--- config.mk ---
export PLATFORM = sky130hd
export DESIGN_NAME = matrix_serializer
export DESIGN_NICKNAME = d
export VERILOG_FILES = /design/src/rtl/precision_pkg.sv /design/src/rtl/matrix_pingpong_buf.sv /design/src/rtl/matrix_serializer.sv
export SDC_FILE = /design/constraint.sdc
export NUM_CORES = 1
export LEC_CHECK = 0
export ABC_AREA = 1
export CAP_MARGIN = 10
export CORE_MARGIN = 1
export CORE_UTILIZATION = 60
export CTS_BUF_LIST = sky130_fd_sc_hd__clkbuf_16
export DETAILED_ROUTE_END_ITERATION = 12
export GPL_TIMING_DRIVEN = 0
export PLACE_DENSITY_LB_ADDON = 0.1
export REMOVE_ABC_BUFFERS = 1
export SYNTH_ARGS = -nofsm -noshare
export SYNTH_HDL_FRONTEND = slang
export SYNTH_SLANG_ARGS = --single-unit
--- constraint.sdc ---
create_clock -name clk -period 2.93 [get_ports clk]
set_input_delay 0.4395 -clock clk [delete_from_list [all_inputs] [get_ports clk]]
set_output_delay 0.4395 -clock clk [all_outputs]
set_load 0.05 [all_outputs]
--- src/rtl/precision_pkg.sv ---
// Shared types and helpers for the matrix precision datapath blocks.
package precision_pkg;

  // Matrix-buffer occupancy: the number of complete matrices held.
  typedef enum logic [1:0] {
    EMPTY = 2'd0,
    ONE   = 2'd1,
    FULL  = 2'd2
  } occ_t;

  // Width of an index that must address n entries. It never returns zero,
  // so a one-entry dimension still has a legal one-bit index.
  function automatic int idx_w(input int n);
    return (n > 1) ? $clog2(n) : 1;
  endfunction

endpackage

--- src/rtl/matrix_pingpong_buf.sv ---
// Two whole-matrix buffers used ping-pong: one is written in a single cycle,
// and one element is read combinationally by (buffer, row, col).
module matrix_pingpong_buf
  import precision_pkg::*;
#(
  parameter  int BITS = 16,
  parameter  int N    = 3,
  parameter  int M    = 2,
  localparam int RW   = idx_w(N),
  localparam int CW   = idx_w(M)
) (
  input  logic                          clk,
  input  logic                          rst_n,
  input  logic                          we_i,
  input  logic                          wp_i,
  input  logic [N-1:0][M-1:0][BITS-1:0] wdata_i,
  input  logic                          rp_i,
  input  logic [RW-1:0]                 row_i,
  input  logic [CW-1:0]                 col_i,
  output logic [BITS-1:0]               rdata_o
);

  logic [1:0][N-1:0][M-1:0][BITS-1:0] mem_q;

  // Capture a whole matrix into the buffer selected by the write pointer.
  always_ff @(posedge clk or negedge rst_n) begin
    if (!rst_n) begin
      // NOTE: the buffers are flops, not RAM, and must read as zero straight
      // after reset, so they are cleared here rather than left undefined.
      mem_q <= '0;
    end else if (we_i) begin
      // NOTE: state is updated with non-blocking assignments so every flop
      // samples the pre-edge values regardless of statement order.
      mem_q[wp_i] <= wdata_i;
    end
  end

  assign rdata_o = mem_q[rp_i][row_i][col_i];

endmodule

--- src/rtl/matrix_serializer.sv ---
// Captures a whole N x M matrix on a one-cycle pulse, holds up to two, and
// streams them one element per cycle in row-major order over valid/ready.
module matrix_serializer
  import precision_pkg::*;
#(
  parameter  int BITS = 16,
  parameter  int N    = 3,
  parameter  int M    = 2,
  localparam int RW   = idx_w(N),
  localparam int CW   = idx_w(M)
) (
  input  logic                          clk,
  input  logic                          rst_n,
  input  logic                          in_valid,
  input  logic [N-1:0][M-1:0][BITS-1:0] a,
  output logic                          in_ready,
  output logic                          out_valid,
  input  logic                          out_ready,
  output logic [BITS-1:0]               out_data,
  output logic [RW-1:0]                 out_row,
  output logic [CW-1:0]                 out_col,
  output logic                          out_last,
  output logic                          overflow
);

  occ_t          occ_q, occ_d;
  logic          wp_q, wp_d;
  logic          rp_q, rp_d;
  logic [RW-1:0] row_q, row_d;
  logic [CW-1:0] col_q, col_d;
  logic          overflow_q, overflow_d;

  logic          wr_en;
  logic          drop;
  logic          hs;
  logic          elem_last;
  logic          last_hs;

  // The producer cannot be stalled, so readiness depends on stored state only.
  assign in_ready  = (occ_q != FULL);
  assign out_valid = (occ_q != EMPTY);
  assign wr_en     = in_valid && in_ready;
  assign drop      = in_valid && !in_ready;
  assign hs        = out_valid && out_ready;
  assign elem_last = (row_q == RW'(N - 1)) && (col_q == CW'(M - 1));
  assign last_hs   = hs && elem_last;

  // Gated so a 1x1 matrix does not show out_last while nothing is valid.
  assign out_last = out_valid && elem_last;
  assign out_row  = row_q;
  assign out_col  = col_q;
  assign overflow = overflow_q;

  matrix_pingpong_buf #(
    .BITS (BITS),
    .N    (N),
    .M    (M)
  ) u_buf (
    .clk     (clk),
    .rst_n   (rst_n),
    .we_i    (wr_en),
    .wp_i    (wp_q),
    .wdata_i (a),
    .rp_i    (rp_q),
    .row_i   (row_q),
    .col_i   (col_q),
    .rdata_o (out_data)
  );

  // Next occupancy, pointers, element counters and the sticky drop flag.
  always_comb begin
    // NOTE: every output of this block is given a default first, so no path
    // leaves a variable unassigned and no latch is inferred.
    occ_d      = occ_q;
    wp_d       = wp_q ^ wr_en;
    rp_d       = rp_q ^ last_hs;
    row_d      = row_q;
    col_d      = col_q;
    overflow_d = overflow_q | drop;

    case (occ_q)
      EMPTY: if (wr_en) occ_d = ONE;
      ONE: begin
        if (wr_en && !last_hs)      occ_d = FULL;
        else if (!wr_en && last_hs) occ_d = EMPTY;
      end
      // A write is impossible here, so a freed buffer always drops to ONE.
      FULL:    if (last_hs) occ_d = ONE;
      default: occ_d = EMPTY;
    endcase

    if (hs) begin
      if (elem_last) begin
        row_d = '0;
        col_d = '0;
      end else if (col_q == CW'(M - 1)) begin
        row_d = row_q + RW'(1);
        col_d = '0;
      end else begin
        col_d = col_q + CW'(1);
      end
    end
  end

  // State register; reset drops all stored matrices and any partial stream.
  always_ff @(posedge clk or negedge rst_n) begin
    if (!rst_n) begin
      occ_q      <= EMPTY;
      wp_q       <= 1'b0;
      rp_q       <= 1'b0;
      row_q      <= '0;
      col_q      <= '0;
      overflow_q <= 1'b0;
    end else begin
      occ_q      <= occ_d;
      wp_q       <= wp_d;
      rp_q       <= rp_d;
      row_q      <= row_d;
      col_q      <= col_d;
      overflow_q <= overflow_d;
    end
  end

endmodule

==> qor.csv <==
metric,value,unit
clock sinks,200,
critical path's slowest cell,dfrtp_4,
die width,131,um
FF-to-FF End,u_buf.mem_q[96]$_DFFE_PN0P_,
Synth area leader,dfrtp_1,
Final setup viols,0,
global route total overflow,0,
Crit path buffers/inverters,4,
Max Cap Viol,0,
post-synth cell types,20,
Worst Path Required,2.49,ns
Placer Congestion,0.734,
CP Depth,10,
drt first-iter violations,608,
xor and xnor fraction of the mapped netlist area,0.176,%
WP data arrival,2.40,ns
fin crit share,97.1,%
VDD IR-drop max,1.02,mV
simple-gate share of the synthesized area,25.4,%
LEAKAGE,6.17,nW
Core Region,0.0161,mm^2
initial antenna violation count,1,
worst hold path class,in -> async,
cell area after synthesis,0.00994,mm^2
ANT nets after route,0,
Die H,131,um
largest cells by area after synthesis,"dfrtp_1 50%, nand2_1 20%, o21ai_0 9.7%",
Synth Area in Compound Gates,10.0,%
synthesized flop and latch total,200,
Worst-path clk slew,0.07,ns
Max clock buf depth,2,
largest family of logic cells by synthesized area,simple AND/OR/NAND/NOR gates,
CP Class,reg -> out,
Slew Limit Fails,0,
worst-skew pair later-pin latency,0.43,ns
Area after DPL,0.0112,mm^2
R2R cell count,4,
Post-synth EDFFs,0,
share of synthesized registers carrying an async set or reset,100,%
vias in the first global route,8190,
RR Startpoint,occ_q[1]$_DFFE_PN0P_,
TritonCTS clock tree,built,
critical path endpoint,out_data[10],
Buffers on Ports,122,
drt drc,0,
Min Hold Slack,0.0498,ns
startpoint types,flip-flop,
multiplexer share of the synthesized area,0,%
ys flop type,dfrtp_1,
CTS root buf,clkbuf_16,
Synth top cells by count,"535 x nand2_1, 248 x inv_1, 200 x dfrtp_1",
Slew headroom,36.7,%
largest net degree at the start of global routing,105,
vias,8678,
Max Clk Rate,352,MHz
synthesized-area fraction occupied by adder cells,0.252,%
P&R area growth vs syn,20.1,%
starting density of the core,61.9,%
Worst Max-Slew Pin Slew,0.950,ns
cell with the most instances after synthesis,nand2_1,
GR Util All Layers,30.2,%
r2r setup slk,0.53,ns
CP startpoint,rp_q$_DFF_PN0_,
post-route design area,0.0119,mm^2
H-tree depth,4,
crit-path most repeated cell,nand2_1,
total wire length,24.3,mm
Fin Clk Skew,0.00914,ns
WL/cell,14.5,um
area of the die,0.0171,mm^2
final hold violations,0,
"delay-heaviest family, CP",buffers and inverters,
layout cells sized above 1,4.58,%
top cell type's share of synthesized area,50.3,%
Rows,46,
Critical Path Max Stage Delay,0.58,ns
Num CTS Buffers,17,
worst-path maximum fanout,49,
Mean Syn Cell Area,7.23,um^2
share of synthesized area occupied by flip-flops and latches,50.3,%
Top Ports,123,
min cycle time layout,2.84,ns
PwrDens,1190,mW/mm^2
Detailed Routing Iterations Pass 1,5,
CP Cell Sequence,buf_16 > inv_16 > nand2_1 > nand3_1 > nand2_1 > nand2_1 > nand2_1 > nand2_1 > inv_1 > clkdlybuf4s15_2,
Syn. warnings,0,
CP Capture Type,primary output,
DP HPWL,13.4,mm
fin nets,1552,
routed vias/inst,5.17,
status,completed,
CTS Hold Bufs,0,
RSZ-0062 raised after global routing,yes,
Layout Utilization,74.4,%
first-pass GRT wire length,39.5,mm
Cells after Synth,1375,
==> layout by cell type, fill, tap and decap left out <==
cell and instances:
a21oi_1 6, buf_16 7, buf_4 3, buf_6 1
buf_8 1, bufbuf_16 1, bufinv_16 2, clkbuf_16 17
clkdlybuf4s15_2 16, clkdlybuf4s50_1 104, clkinv_1 2, clkinv_2 5
clkinvlp_4 3, dfrtp_1 197, dfrtp_4 3, diode_2 1
dlygate4sd2_1 1, ha_4 2, inv_1 251, inv_12 1
inv_16 2, inv_2 1, inv_8 1, nand2_1 535
nand2_2 1, nand3_1 99, nor2_1 4, nor3_1 1
o21ai_0 192, o21bai_1 1, xor2_1 2
==> registers in the layout (all words and copies together), names as in the netlist <==
| name | cells |
|---|---|
| rp_q | 1 |
| out_row | 2 |
| out_col | 1 |
| overflow | 1 |
| wp_q | 1 |
| occ_q | 2 |
| u_buf.mem_q | 192 |
==> stage by stage <==
| step | power [W] | cells | setup WS (ns) | TNS [ns] |
|---|---|---|---|---|
| 2_1_floorplan | 0.00949 | 1296 | -1.13 | -227.46 |
| 3_3_place_gp | 0.0116 | 1634 | -7.02 | -2100.39 |
| 3_5_place_dp | 0.0116 | 1640 | -0.819 | -12.37 |
| 4_1_cts | 0.0141 | 1677 | 0.0552 | 0 |
| 5_1_grt | 0.0153 | 1679 | -0.00903 | -0.00903 |
| 6_report | 0.0142 | 1679 | 0.0857 | 0 |
==> power by group <==
group / leakage [nW] / switching (W) / total, W / internal [W]
combinational: 3.44 / 0.00497 / 0.00732 / 0.00234
clock: 0.277 / 0.00101 / 0.00224 / 0.00123
sequential: 2.45 / 0.000511 / 0.00462 / 0.00411
total: 6.17 / 0.00650 / 0.0142 / 0.00768
==> worst min-delay path by stage <==
stage	startpoint	endpoint	slack [ns]	cells after the start
after floorplan	rst_n	occ_q[0]$_DFFE_PN0P_	0.14	0
after global placement	overflow$_DFF_PN0_	overflow$_DFF_PN0_	0.46	1
after detailed placement	overflow$_DFF_PN0_	overflow$_DFF_PN0_	0.47	1
after CTS	rst_n	u_buf.mem_q[144]$_DFFE_PN0P_	0.09	1
after global routing	rst_n	u_buf.mem_q[144]$_DFFE_PN0P_	0.1	1
final	rst_n	u_buf.mem_q[144]$_DFFE_PN0P_	0.05	1
==> repair_timing <==
action	CTS	global route
gates cloned	2	0
setup buffers	4	1
gates resized for setup	64	3
setup endpoints to repair	17	15
==> layout make-up <==
| type | instances | area, um^2 |
|---|---|---|
| Timing Repair inverter | 1 | 16.3 |
| Antenna cell | 1 | 2.50 |
| Clock inverter | 14 | 119 |
| Multi-Input combinational cell | 843 | 3600 |
| Inverter | 253 | 993 |
| Tap cell | 216 | 270 |
| Timing Repair Buffer | 134 | 1500 |
| Clock buffer | 17 | 425 |
| Fill cell | 1239 | 4120 |
| Sequential cell | 200 | 5020 |
==> layer usage <==
| metal | vias to the layer above | wire length, um | track usage, % |
|---|---|---|---|
| met5 | - | 0 | 0 |
| met2 | 294 | 11600 | 48.7 |
| met4 | 0 | 552 | 12.4 |
| li1 | 4282 | - | - |
| met3 | 46 | 1640 | 4.68 |
| met1 | 4056 | 10600 | 40.9 |
==> logic make-up (layout without fill, tap and decap cells) <==
kind of cell,Yosys count,in the layout
xor gates and xnor gates,2,2
and+or+nand+nor,640,640
adders and majority gates,2,2
AOI/OAI and AO/OA,199,199
other,0,1
DFF,200,200
buffers and inverters,332,419
(Power assumes the default switching activity.)
